**src/rtl/memory_read_responder_pkg.sv**
```systemverilog
// Shared constants and tag type for the instruction-memory read responder.
// Provides: port count, data/address widths, port-id width, mem_tag_t, onehot_to_id().
package memory_responder_pkg;

    localparam int unsigned N_PORTS           = 4;
    localparam int unsigned MEMORY_WIDTH      = 16;
    localparam int unsigned MEMORY_ADDR_WIDTH = 11;
    localparam int unsigned PORT_ID_W         = (N_PORTS > 2) ? $clog2(N_PORTS) : 1;

    typedef logic [PORT_ID_W-1:0] port_id_t;

    // Identifies which port owns the read travelling through the memory latency pipe.
    typedef struct packed {
        logic     valid;
        port_id_t id;
    } mem_tag_t;

    // Encodes a one-hot (or all-zero) port vector into its port index.
    function automatic port_id_t onehot_to_id(input logic [N_PORTS-1:0] oh);
        port_id_t id;
        id = '0;
        for (int unsigned i = 0; i < N_PORTS; i++) begin
            if (oh[i]) begin
                id = id | PORT_ID_W'(i);
            end
        end
        return id;
    endfunction

endpackage

```
**src/rtl/memory_read_responder_if.sv**
```systemverilog
// Request/response link between the engines and the shared memory responder.
// Signals: req_valid/req_addr (engine -> responder), req_ready/rsp_data (responder -> engine).
// Modports: master (engine side), slave (responder side).
interface memory_read_iface;
    import memory_responder_pkg::*;

    logic [N_PORTS-1:0]                   req_valid;
    logic [N_PORTS*MEMORY_ADDR_WIDTH-1:0] req_addr;
    logic [N_PORTS-1:0]                   req_ready;
    logic [MEMORY_WIDTH-1:0]              rsp_data;

    modport master (
        output req_valid,
        output req_addr,
        input  req_ready,
        input  rsp_data
    );

    modport slave (
        input  req_valid,
        input  req_addr,
        output req_ready,
        output rsp_data
    );

endinterface

```
**src/rtl/memory_read_responder_rr_arbiter.sv**
```systemverilog
// Round-robin arbiter: one-hot grant among request bits, searching from the
// pointer upward and wrapping; pointer moves to the slot after each grant.
// Ports: clk, rst (async active-low), request[N], enable, grant[N] (combinational).
module rr_arbiter #(
    parameter int unsigned N = 4
) (
    input  logic         clk,
    input  logic         rst,
    input  logic [N-1:0] request,
    input  logic         enable,
    output logic [N-1:0] grant
);

    localparam int unsigned PW = (N > 2) ? $clog2(N) : 1;

    logic [PW-1:0] ptr_q;
    logic [PW-1:0] ptr_d;
    logic          found;

    // Two passes: ports at or above the pointer first, then the wrapped-around ones.
    always_comb begin
        grant = '0;
        ptr_d = ptr_q;
        found = 1'b0;
        if (enable) begin
            for (int unsigned p = 0; p < N; p++) begin
                if (!found && request[p] && (32'(ptr_q) <= p)) begin
                    grant[p] = 1'b1;
                    ptr_d    = PW'((p + 1) % N);
                    found    = 1'b1;
                end
            end
            for (int unsigned p = 0; p < N; p++) begin
                if (!found && request[p]) begin
                    grant[p] = 1'b1;
                    ptr_d    = PW'((p + 1) % N);
                    found    = 1'b1;
                end
            end
        end
    end

    always_ff @(posedge clk or negedge rst) begin
        if (!rst) begin
            ptr_q <= '0;
        end else begin
            ptr_q <= ptr_d;
        end
    end

endmodule

```
**src/rtl/memory_read_responder.sv**
```systemverilog
// Shared instruction-memory responder: arbitrates N_PORTS readers round-robin,
// issues one read per cycle to a synchronous memory, and returns each word to
// its requester after MEM_LATENCY cycles with a one-hot req_ready pulse.
// Ports: clk, rst (async active-low), bus (slave side of memory_read_iface),
//        mem_en/mem_addr (to memory), mem_data (from memory), protocol_err (sticky).
module memory_read_responder
    import memory_responder_pkg::*;
#(
    parameter int unsigned MEM_LATENCY = 1
) (
    input  logic                         clk,
    input  logic                         rst,
    memory_read_iface.slave              bus,
    output logic                         mem_en,
    output logic [MEMORY_ADDR_WIDTH-1:0] mem_addr,
    input  logic [MEMORY_WIDTH-1:0]      mem_data,
    output logic                         protocol_err
);

    logic [N_PORTS-1:0]      outstanding_q;
    logic [N_PORTS-1:0]      eligible;
    logic [N_PORTS-1:0]      grant;
    logic [N_PORTS-1:0]      deliver;
    logic [MEMORY_WIDTH-1:0] rsp_data_c;
    mem_tag_t                tag_in;
    mem_tag_t                tag_out;
    mem_tag_t                pipe_q [MEM_LATENCY];

    // A port with a read in flight is excluded until the cycle after its delivery.
    assign eligible = bus.req_valid & ~outstanding_q;

    // Reset doubles as the grant enable so the memory sees no read while reset is held.
    rr_arbiter #(
        .N(N_PORTS)
    ) u_arb (
        .clk    (clk),
        .rst    (rst),
        .request(eligible),
        .enable (rst),
        .grant  (grant)
    );

    // Address mux and tag for the read issued this cycle.
    always_comb begin
        mem_en   = |grant;
        mem_addr = '0;
        for (int unsigned i = 0; i < N_PORTS; i++) begin
            if (grant[i]) begin
                mem_addr = bus.req_addr[i*MEMORY_ADDR_WIDTH +: MEMORY_ADDR_WIDTH];
            end
        end
        tag_in.valid = mem_en;
        tag_in.id    = onehot_to_id(grant);
    end

    // Response gating: data is forwarded only while a valid tag leaves the pipe.
    always_comb begin
        tag_out    = pipe_q[MEM_LATENCY-1];
        deliver    = '0;
        rsp_data_c = '0;
        if (tag_out.valid) begin
            deliver    = N_PORTS'(1) << tag_out.id;
            rsp_data_c = mem_data;
        end
    end

    assign bus.req_ready = deliver;
    assign bus.rsp_data  = rsp_data_c;

    // Tag pipe, in-flight mask and sticky protocol error.
    always_ff @(posedge clk or negedge rst) begin
        if (!rst) begin
            outstanding_q <= '0;
            protocol_err  <= 1'b0;
            for (int unsigned i = 0; i < MEM_LATENCY; i++) begin
                pipe_q[i] <= '0;
            end
        end else begin
            outstanding_q <= (outstanding_q | grant) & ~deliver;
            if (|(outstanding_q & ~bus.req_valid)) begin
                protocol_err <= 1'b1;
            end
            pipe_q[0] <= tag_in;
            for (int unsigned i = 1; i < MEM_LATENCY; i++) begin
                pipe_q[i] <= pipe_q[i-1];
            end
        end
    end

endmodule

```
**src/flat_wrapper.sv**
```systemverilog
// flat-port wrapper written by rule: the top's interface ports become plain ports
module memory_read_responder_flat import memory_responder_pkg::*;
#(
    parameter int unsigned MEM_LATENCY = 1
)
  (clk, rst, mem_en, mem_addr, mem_data, protocol_err, bus_req_valid, bus_req_addr, bus_req_ready, bus_rsp_data);
  memory_read_iface bus_i ();
  input  logic clk;
  input  logic rst;
  output logic mem_en;
  output logic [MEMORY_ADDR_WIDTH-1:0] mem_addr;
  input  logic [MEMORY_WIDTH-1:0] mem_data;
  output logic protocol_err;
  input wire logic [$bits(bus_i.req_valid)-1:0] bus_req_valid;
  input wire logic [$bits(bus_i.req_addr)-1:0] bus_req_addr;
  output wire logic [$bits(bus_i.req_ready)-1:0] bus_req_ready;
  output wire logic [$bits(bus_i.rsp_data)-1:0] bus_rsp_data;
  assign bus_i.req_valid = bus_req_valid;
  assign bus_i.req_addr = bus_req_addr;
  assign bus_req_ready = bus_i.req_ready;
  assign bus_rsp_data = bus_i.rsp_data;
  memory_read_responder #(.MEM_LATENCY(MEM_LATENCY)) u_core (.clk(clk), .rst(rst), .bus(bus_i), .mem_en(mem_en), .mem_addr(mem_addr), .mem_data(mem_data), .protocol_err(protocol_err));
endmodule
```
**config.mk**
```make
export PLATFORM = sky130hd
export DESIGN_NAME = memory_read_responder_flat
export DESIGN_NICKNAME = d
export VERILOG_FILES = /design/src/rtl/memory_read_responder_pkg.sv /design/src/rtl/memory_read_responder_if.sv /design/src/rtl/memory_read_responder_rr_arbiter.sv /design/src/rtl/memory_read_responder.sv /design/src/flat_wrapper.sv
export SDC_FILE = /design/constraint.sdc
export NUM_CORES = 1
export LEC_CHECK = 0
export ABC_AREA = 1
export BUFFER_PORTS_ARGS = -buffer_cell sky130_fd_sc_hd__buf_2
export CAP_MARGIN = 10
export CORE_UTILIZATION = 33
export DETAILED_ROUTE_END_ITERATION = 6
export PLACE_DENSITY = 0.79
export SLEW_MARGIN = 0
export SYNTH_ARGS = -nofsm -noshare
export SYNTH_HDL_FRONTEND = slang
export SYNTH_SLANG_ARGS = --single-unit
```
**constraint.sdc**
```tcl
create_clock -name clk -period 1.3 [get_ports clk]
set_input_delay 0.195 -clock clk [delete_from_list [all_inputs] [get_ports clk]]
set_output_delay 0.195 -clock clk [all_outputs]
set_load 0.01 [all_outputs]
```
==> run metrics, run 1 <==
status complete, but fails checks; failing checks negative setup slack; CP delay by family, top simple AND/OR/NAND/NOR gates; port bufs 98; max frequency ~500 MHz; unrepaired setup endpoints after global routing yes; pre-CTS setup slack -0.334 ns; DRT Pass-1 Iters 5; WL final between 4000 and 5000 um; Final Hold Fails 0; pwr/cell area roughly 1500 nW/um^2; Slew headroom 80.7%; Top FF cell, synth dfrtp_1; maximum vdd drop between 0.8 and 0.9 mV; fin. max-slew vios 0; core region area between 3000 and 4000 um^2; Post-synth EDFFs 0; DRC errors left 0; Worst Setup End Kind output pin; CTS tree built; detailed-placement wirelength estimate a little under 3000 um; min cycle time layout approximately 2 ns; flop-to-flop setup slack -0.38 ns; Clock Tree Root clkbuf_4; cell at the slowest stage of the critical path dfrtp_2; worst setup margin -0.686 ns; dominant cell type by area after synthesis dfrtp_1; CTS Buffer Depth 2; CTS clk-pin slew, worst paths about 0.070 ns; H-Tree Level Count 1; via total after detailed routing 1,735; Worst Max-Slew Pin Slew 0.289 ns; Worst Path Arrival roughly 1.8 ns; CP startpoint kind register; global-route wire length before repair between 6000 and 7000 um; Detail Route Antenna Nets 0; gr ovfl total 0; Routed wire per std cell approximately 14 um; Syn Area/Cell approximately 6.3 um^2; Setup CP Type register to output pin; Final Wtd Congestion around 0.85; n_diodes 0; synth warn 0; CTS buffer count 3; filler instances ~250; Initial Util 34.8%; Synth area leaders dfrtp_1, nand3_1, nand2_1; Synth top cells by count nand2_1, nand3_1, inv_1, nand4_1, dfrtp_1; FF-to-FF End u_core.outstanding_q[2]$_DFF_PN0_; Yosys top cell area share 23.6%; critical path peak fanout 12; share of cells above drive strength 1 65.2%; max incr delay on CP between 0.4 and 0.5 ns; R2R cell count 10; placed cell area around 1700 um^2; worst-path cell chain nand2_2, nand3_4, nand3_4, nor2_4, nand4_1, nand2_4, nand3_1, nand4_1, buf_2; Synth Register Bits 10; clk_skew about 0.0071 ns; Core Rows 20; post-synth net total ~240; routed vias/inst ~5.1; Hold Path Class input port to asynchronous set/reset pin; # setup viols final a little over 40; Sink Count 10; initial antenna violation count 0; Final Cycle Share 153%; most common cell in the netlist nand2_1; All-Layer GR Usage between 20% and 30%; vias in the first global route roughly 1,400; P&R area growth vs syn 102%; largest net degree at the start of global routing 39; Synth Instances about 170; synth unique cells 23; Die Y 58.7 um; clk_lat worst skew about 0.27 ns; leakage roughly 1.3 nW; Starting DRT DRC Count 108; Final #Nets about 370; sequential cell area around 260 um^2; cell area after synthesis approximately 1100 um^2; post-route cell area around 2100 um^2; worst reg2reg startpoint u_core.u_arb.ptr_q[1]$_DFFE_PN0P_; Post-synth ARST share 100%; area occupied by multi-input gates about 830 um^2; max-capacitance violation count 0; sequential fraction of the synthesis area a little under a quarter; CP required between 1 and 1.5 ns; Die Wd roughly 60 um; total power draw about 3.3 mW; Top Ports 99; total die area roughly 3400 um^2; WP buf/inv 1
## registers in the layout (all words and copies together) (netlist names)
name and flops:
u_core.u_arb.ptr_q 2, u_core.outstanding_q 4, u_core.pipe_q 3, u_core.protocol_err 1
## cells by family (layout without fill, tap and decap cells)
group	count (synthesis)	in the layout	share of synthesized area (%)
and+or+nand+nor	112	114	55.0
buffers and inverters	41	169	17.7
DFF	10	10	23.6
AOI/OAI and AO/OA	6	6	3.77
## worst min-delay path, cell delays in order
cell    delay [ns]
buf_2         0.19
buf_12        0.22
buf_4         0.20
## cell type report
type,instances,share of cell area [%]
timing repair buffer,134,39.5
multi-input combinational,120,38.5
sequential,10,11.9
inverter,31,5.89
tap,44,2.56
clock buffer,4,1.69
## cells in the final DEF (no fill, tap or decap), types with 5 or more instances in the layout
cell type	netlist	layout
nand2_2	4	13
inv_1	28	21
inv_2	3	7
nand2_4	1	14
nand2_1	39	19
nand4_1	12	12
dfrtp_1	10	6
nor2_1	8	5
buf_4	2	27
buf_2	3	92
nand3_1	37	36
buf_6	3	12
## what timing repair did
item                                    CTS  global route
gates resized for setup                  26            54
pin swaps                                10            12
setup buffers                             8             7
endpoints found under the setup margin   25            42
gates cloned                              2             1
hold endpoints to repair                  2             0
hold buffers                              1             0
## layer usage
metal	routed length (um)	up-vias	GRT usage (%)
met3	341	12	3.96
li1	-	816	-
met2	2670	86	41.4
met4	50	0	3.74
met1	1800	821	30.4
met5	0	-	0
## metrics by stage
step                      utilization (%)  cells  TNS, ns  hold slack, ns
after floorplan                         -    169   -0.836          -0.101
after global placement               56.0    322    -3.55           0.259
after detailed placement             56.0    322    -4.83           0.251
after CTS                            63.0    336    -8.29           0.175
after global routing                 70.3    343   -13.13           0.203
final                                70.3    343   -10.85           0.192
## report_power, final
group / internal (mW) / switching (mW) / total (mW)
registers: 0.430 / 0.142 / 0.571
clock network: 0.170 / 0.117 / 0.287
logic: 1.10 / 1.34 / 2.43
total: 1.70 / 1.59 / 3.29
## worst max-delay path by stage
stage	startpoint	to	slack, ns	cells past startpoint
2_1_floorplan	u_core.u_arb.ptr_q[1]$_DFFE_PN0P_	mem_addr[3]	-0.08	9
3_3_place_gp	u_core.u_arb.ptr_q[1]$_DFFE_PN0P_	mem_addr[2]	-0.26	9
3_5_place_dp	u_core.u_arb.ptr_q[1]$_DFFE_PN0P_	mem_addr[10]	-0.33	9
4_1_cts	u_core.u_arb.ptr_q[1]$_DFFE_PN0P_	mem_addr[10]	-0.59	9
5_1_grt	u_core.u_arb.ptr_q[1]$_DFFE_PN0P_	mem_addr[4]	-0.77	9
6_report	u_core.u_arb.ptr_q[1]$_DFFE_PN0P_	mem_addr[3]	-0.69	9
(Power assumes the default switching activity.)
==> run 2: changes to the inputs <==
--- a/config.mk
+++ b/config.mk
@@ -8,10 +8,13 @@
 export ABC_AREA = 1
 export BUFFER_PORTS_ARGS = -buffer_cell sky130_fd_sc_hd__buf_2
 export CAP_MARGIN = 10
-export CORE_UTILIZATION = 33
+export CELL_PAD_IN_SITES_DETAIL_PLACEMENT = 1
+export CELL_PAD_IN_SITES_GLOBAL_PLACEMENT = 1
+export CORE_UTILIZATION = 20
 export DETAILED_ROUTE_END_ITERATION = 6
 export PLACE_DENSITY = 0.79
 export SLEW_MARGIN = 0
 export SYNTH_ARGS = -nofsm -noshare
 export SYNTH_HDL_FRONTEND = slang
+export SYNTH_HIERARCHICAL = 1
 export SYNTH_SLANG_ARGS = --single-unit
==> run metrics, run 2 <==
status complete, but fails checks (unchanged); failing checks negative setup slack (unchanged); Finished Layout Cells 421 (was 343); Util after Layout 42.4% (was 70.3%); CTS clk-pin slew, worst paths 0.05 ns (was 0.07 ns); R2R cell count 13 (was 10); Hold Path Class input port to register (was input port to asynchronous set/reset pin); most frequent cells in the layout buf_2, nand2_1, buf_4 (was buf_2, nand3_1, buf_4); CP delay by family, top simple AND/OR/NAND/NOR gates (unchanged); worst-path cell chain nor2_1, nand2_2, nand3_2, nor2_4, nand3_2, nor2_1, o21a_2, buf_6, buf_4, nor2_4, nand3_2, buf_6 (was nand2_2, nand3_4, nand3_4, nor2_4, nand4_1, nand2_4, nand3_1, nand4_1, buf_2); CP required 1.11 ns (about the same); Worst Max-Slew Pin Slew 0.256 ns (was 0.289 ns); routed vias/inst 4.33 (was 5.06); max-capacitance violation count 0 (unchanged); DRC errors left 0 (unchanged); FF-to-FF End u_core/pipe_q[2]$_DFF_PN0_ (was u_core.outstanding_q[2]$_DFF_PN0_); synth warn 6 (was 0); total die area 5890 um^2 (was 3450 um^2); dpl cells 397 (was 322); fin. max-slew vios 0 (unchanged); CTS Buffer Depth 2 (unchanged); Synth top cells by count nand2_1, nor2_1, inv_1, a21oi_1, nand3_1 (was nand2_1, nand3_1, inv_1, nand4_1, dfrtp_1); CTS tree built (unchanged); largest net degree at the start of global routing 17 (was 39); Core Rows 26 (was 20); Final Cycle Share 170% (was 153%); CP startpoint kind register (unchanged); Slew headroom 82.9% (was 80.7%); Yosys top cell area share 26.5% (was 23.6%); pwr/cell area 1640 nW/um^2 (was 1530 nW/um^2); sequential fraction of the synthesis area 22.4% (was 23.6%); leakage 1.40 nW (was 1.29 nW); # setup viols final 21 (was 41); Synth Register Bits 10 (unchanged); min cycle time layout 2.21 ns (was 1.99 ns); CTS buffer count 3 (unchanged); P&R area growth vs syn 98.8% (was 102%); n_diodes 0 (unchanged); Post-synth ARST share 100% (unchanged); Worst path depth 12 (was 9); Top FF cell, synth dfrtp_1 (unchanged); DRT Pass-1 Iters 4 (was 5); CP Launch Point u_core/outstanding_q[2]$_DFF_PN0_ (was u_core.u_arb.ptr_q[1]$_DFFE_PN0P_); most common cell in the netlist nand2_1 (unchanged); dominant cell type by area after synthesis nand2_1 (was dfrtp_1); cell repeated most along the worst path nand3_2; cell at the slowest stage of the critical path dfrtp_1 (was dfrtp_2); Die Wd 76.7 um (was 58.7 um); core region area 5240 um^2 (was 3050 um^2); clk_skew 0.00416 ns (was 0.00714 ns); Die Y 76.7 um (was 58.7 um); global-route wire length before repair 8110 um (was 6220 um); maximum vdd drop 0.509 mV (was 0.891 mV); H-Tree Level Count 1 (unchanged); max incr delay on CP 0.39 ns (was 0.44 ns); Final Wtd Congestion 0.860 (was 0.848); WP buf/inv 3 (was 1); initial antenna violation count 0 (unchanged); WL final 5090 um (was 4860 um); Synth Instances 213 (was 169); flop-to-flop setup slack -0.66 ns (was -0.38 ns); most common cell after layout, fill and taps aside buf_2 (unchanged); Detail Route Antenna Nets 0 (unchanged); gr ovfl total 0 (unchanged); Initial Util 21.3% (was 34.8%); Final #Nets 418 (was 366); Syn Area/Cell 5.25 um^2 (was 6.28 um^2); cell area after synthesis 1120 um^2 (was 1060 um^2); via total after detailed routing 1,824 (was 1,735); Worst Path Arrival 2.01 ns (was 1.79 ns); crit path capture mem_en (was mem_addr[3]); Clock Tree Root clkbuf_8 (was clkbuf_4); detailed-placement wirelength estimate 3910 um (was 2910 um); Setup CP Type register to output pin (unchanged); Routed wire per std cell 12.1 um (was 14.2 um); top flop regs u_core/outstanding_q: 4 flops, u_core/pipe_q: 3 flops, u_core/u_arb/ptr_q: 2 flops (was u_core.outstanding_q: 4 flops, u_core.pipe_q: 3 flops, u_core.u_arb.ptr_q: 2 flops); All-Layer GR Usage 16.9% (was 23.4%); max reg flops 4 (unchanged); critical path peak fanout 6 (was 12); Min Hold Slack 0.273 ns (was 0.192 ns); Worst Setup End Kind output pin (unchanged); unrepaired setup endpoints after global routing yes (unchanged); max frequency 453 MHz (was 503 MHz); worst setup margin -0.907 ns (was -0.686 ns); Top Ports 99 (unchanged); most flop-heavy register u_core/outstanding_q (was u_core.outstanding_q); Final Hold Fails 0 (unchanged); port bufs 98 (unchanged); clk_lat worst skew 0.25 ns (was 0.27 ns); vias in the first global route 1,904 (was 1,408); Post-synth EDFFs 0 (unchanged); post-synth net total 279 (was 235); worst reg2reg startpoint u_core/outstanding_q[2]$_DFF_PN0_ (was u_core.u_arb.ptr_q[1]$_DFFE_PN0P_); Sink Count 10 (unchanged); Synth area leaders nand2_1, dfrtp_1, nor2_1 (was dfrtp_1, nand3_1, nand2_1); share of cells above drive strength 1 53.6% (was 65.2%); synth unique cells 17 (was 23); Starting DRT DRC Count 26 (was 108); pre-CTS setup slack -0.618 ns (was -0.334 ns)
run 2: cells by family after synthesis:
| logic type | count (synthesis) | share of synthesized area, % |
|---|---|---|
| buffers and inverters | 44 | 16.6 |
| flip-flops | 10 | 22.4 |
| AO/OA/AOI/OAI | 19 | 9.18 |
| AND/OR/NAND/NOR | 140 | 51.8 |
run 2: worst min path at each step:
stage                                start                           endpoint  slack, ns  cells after the start
after global routing      bus_req_valid[3]    u_core/protocol_err$_DFFE_PN0P_       0.30                      4
after CTS                 bus_req_valid[3]    u_core/protocol_err$_DFFE_PN0P_       0.27                      4
final                     bus_req_valid[3]    u_core/protocol_err$_DFFE_PN0P_       0.27                      4
after detailed placement               rst  u_core/u_arb/ptr_q[1]$_DFFE_PN0P_       0.18                      2
after floorplan                        rst  u_core/outstanding_q[0]$_DFF_PN0_      -0.10                      0
after global placement                 rst  u_core/u_arb/ptr_q[0]$_DFFE_PN0P_       0.18                      2
run 2: worst reg2reg max path, cell delays in order, from the launching register on:
cell	delay, ns
dfrtp_1	0.39
nor2_1	0.18
nand2_2	0.09
nand3_2	0.10
nor2_4	0.06
nand3_2	0.07
nor2_1	0.05
o21a_2	0.24
buf_6	0.15
buf_4	0.13
nor2_4	0.07
nand3_2	0.09
buf_6	0.13
buf_6	0.10
run 2: where the power goes:
group | internal (mW) | switching, mW | leakage (nW) | total, mW
logic | 1.30 | 1.39 | 1.26 | 2.69
clock network | 0.267 | 0.136 | 0.0288 | 0.404
registers | 0.434 | 0.118 | 0.114 | 0.552
total | 2.00 | 1.64 | 1.40 | 3.64
run 2: cell type report:
cell class / count / area, um^2
clock buffer: 4 / 55.1
fill: 722 / 3020
inverter: 35 / 141
multi-input combinational: 159 / 800
sequential: 10 / 251
tap: 70 / 87.6
timing repair buffer: 143 / 886
run 2: repair_timing:
item / 4_1_cts / 5_1_grt
cloned: 1 / 1
resized for setup: 27 / 24
hold buffers: 1 / 0
endpoints found under the hold margin: 10 / 0
buffers inserted: 6 / 11
pin swaps: 7 / 4
setup endpoints to repair: 22 / 39
run 2: per-layer routing:
layer	global-route usage (%)	vias to the layer above	wire [um]
met5	0	-	0
met4	6.73	0	50
met3	3.45	5	341
met2	32.9	75	2710
met1	17.3	824	1990
li1	-	920	-
run 2: stage by stage:
step	power [mW]	setup TNS (ns)	area, um^2
global route	3.99	-17.08	2220
finish	3.64	-14.09	2220
CTS	3.33	-12.66	2070
global placement	2.58	-7.23	1860
detailed placement	2.66	-8.73	1860
floorplan	1.77	-5.58	1170
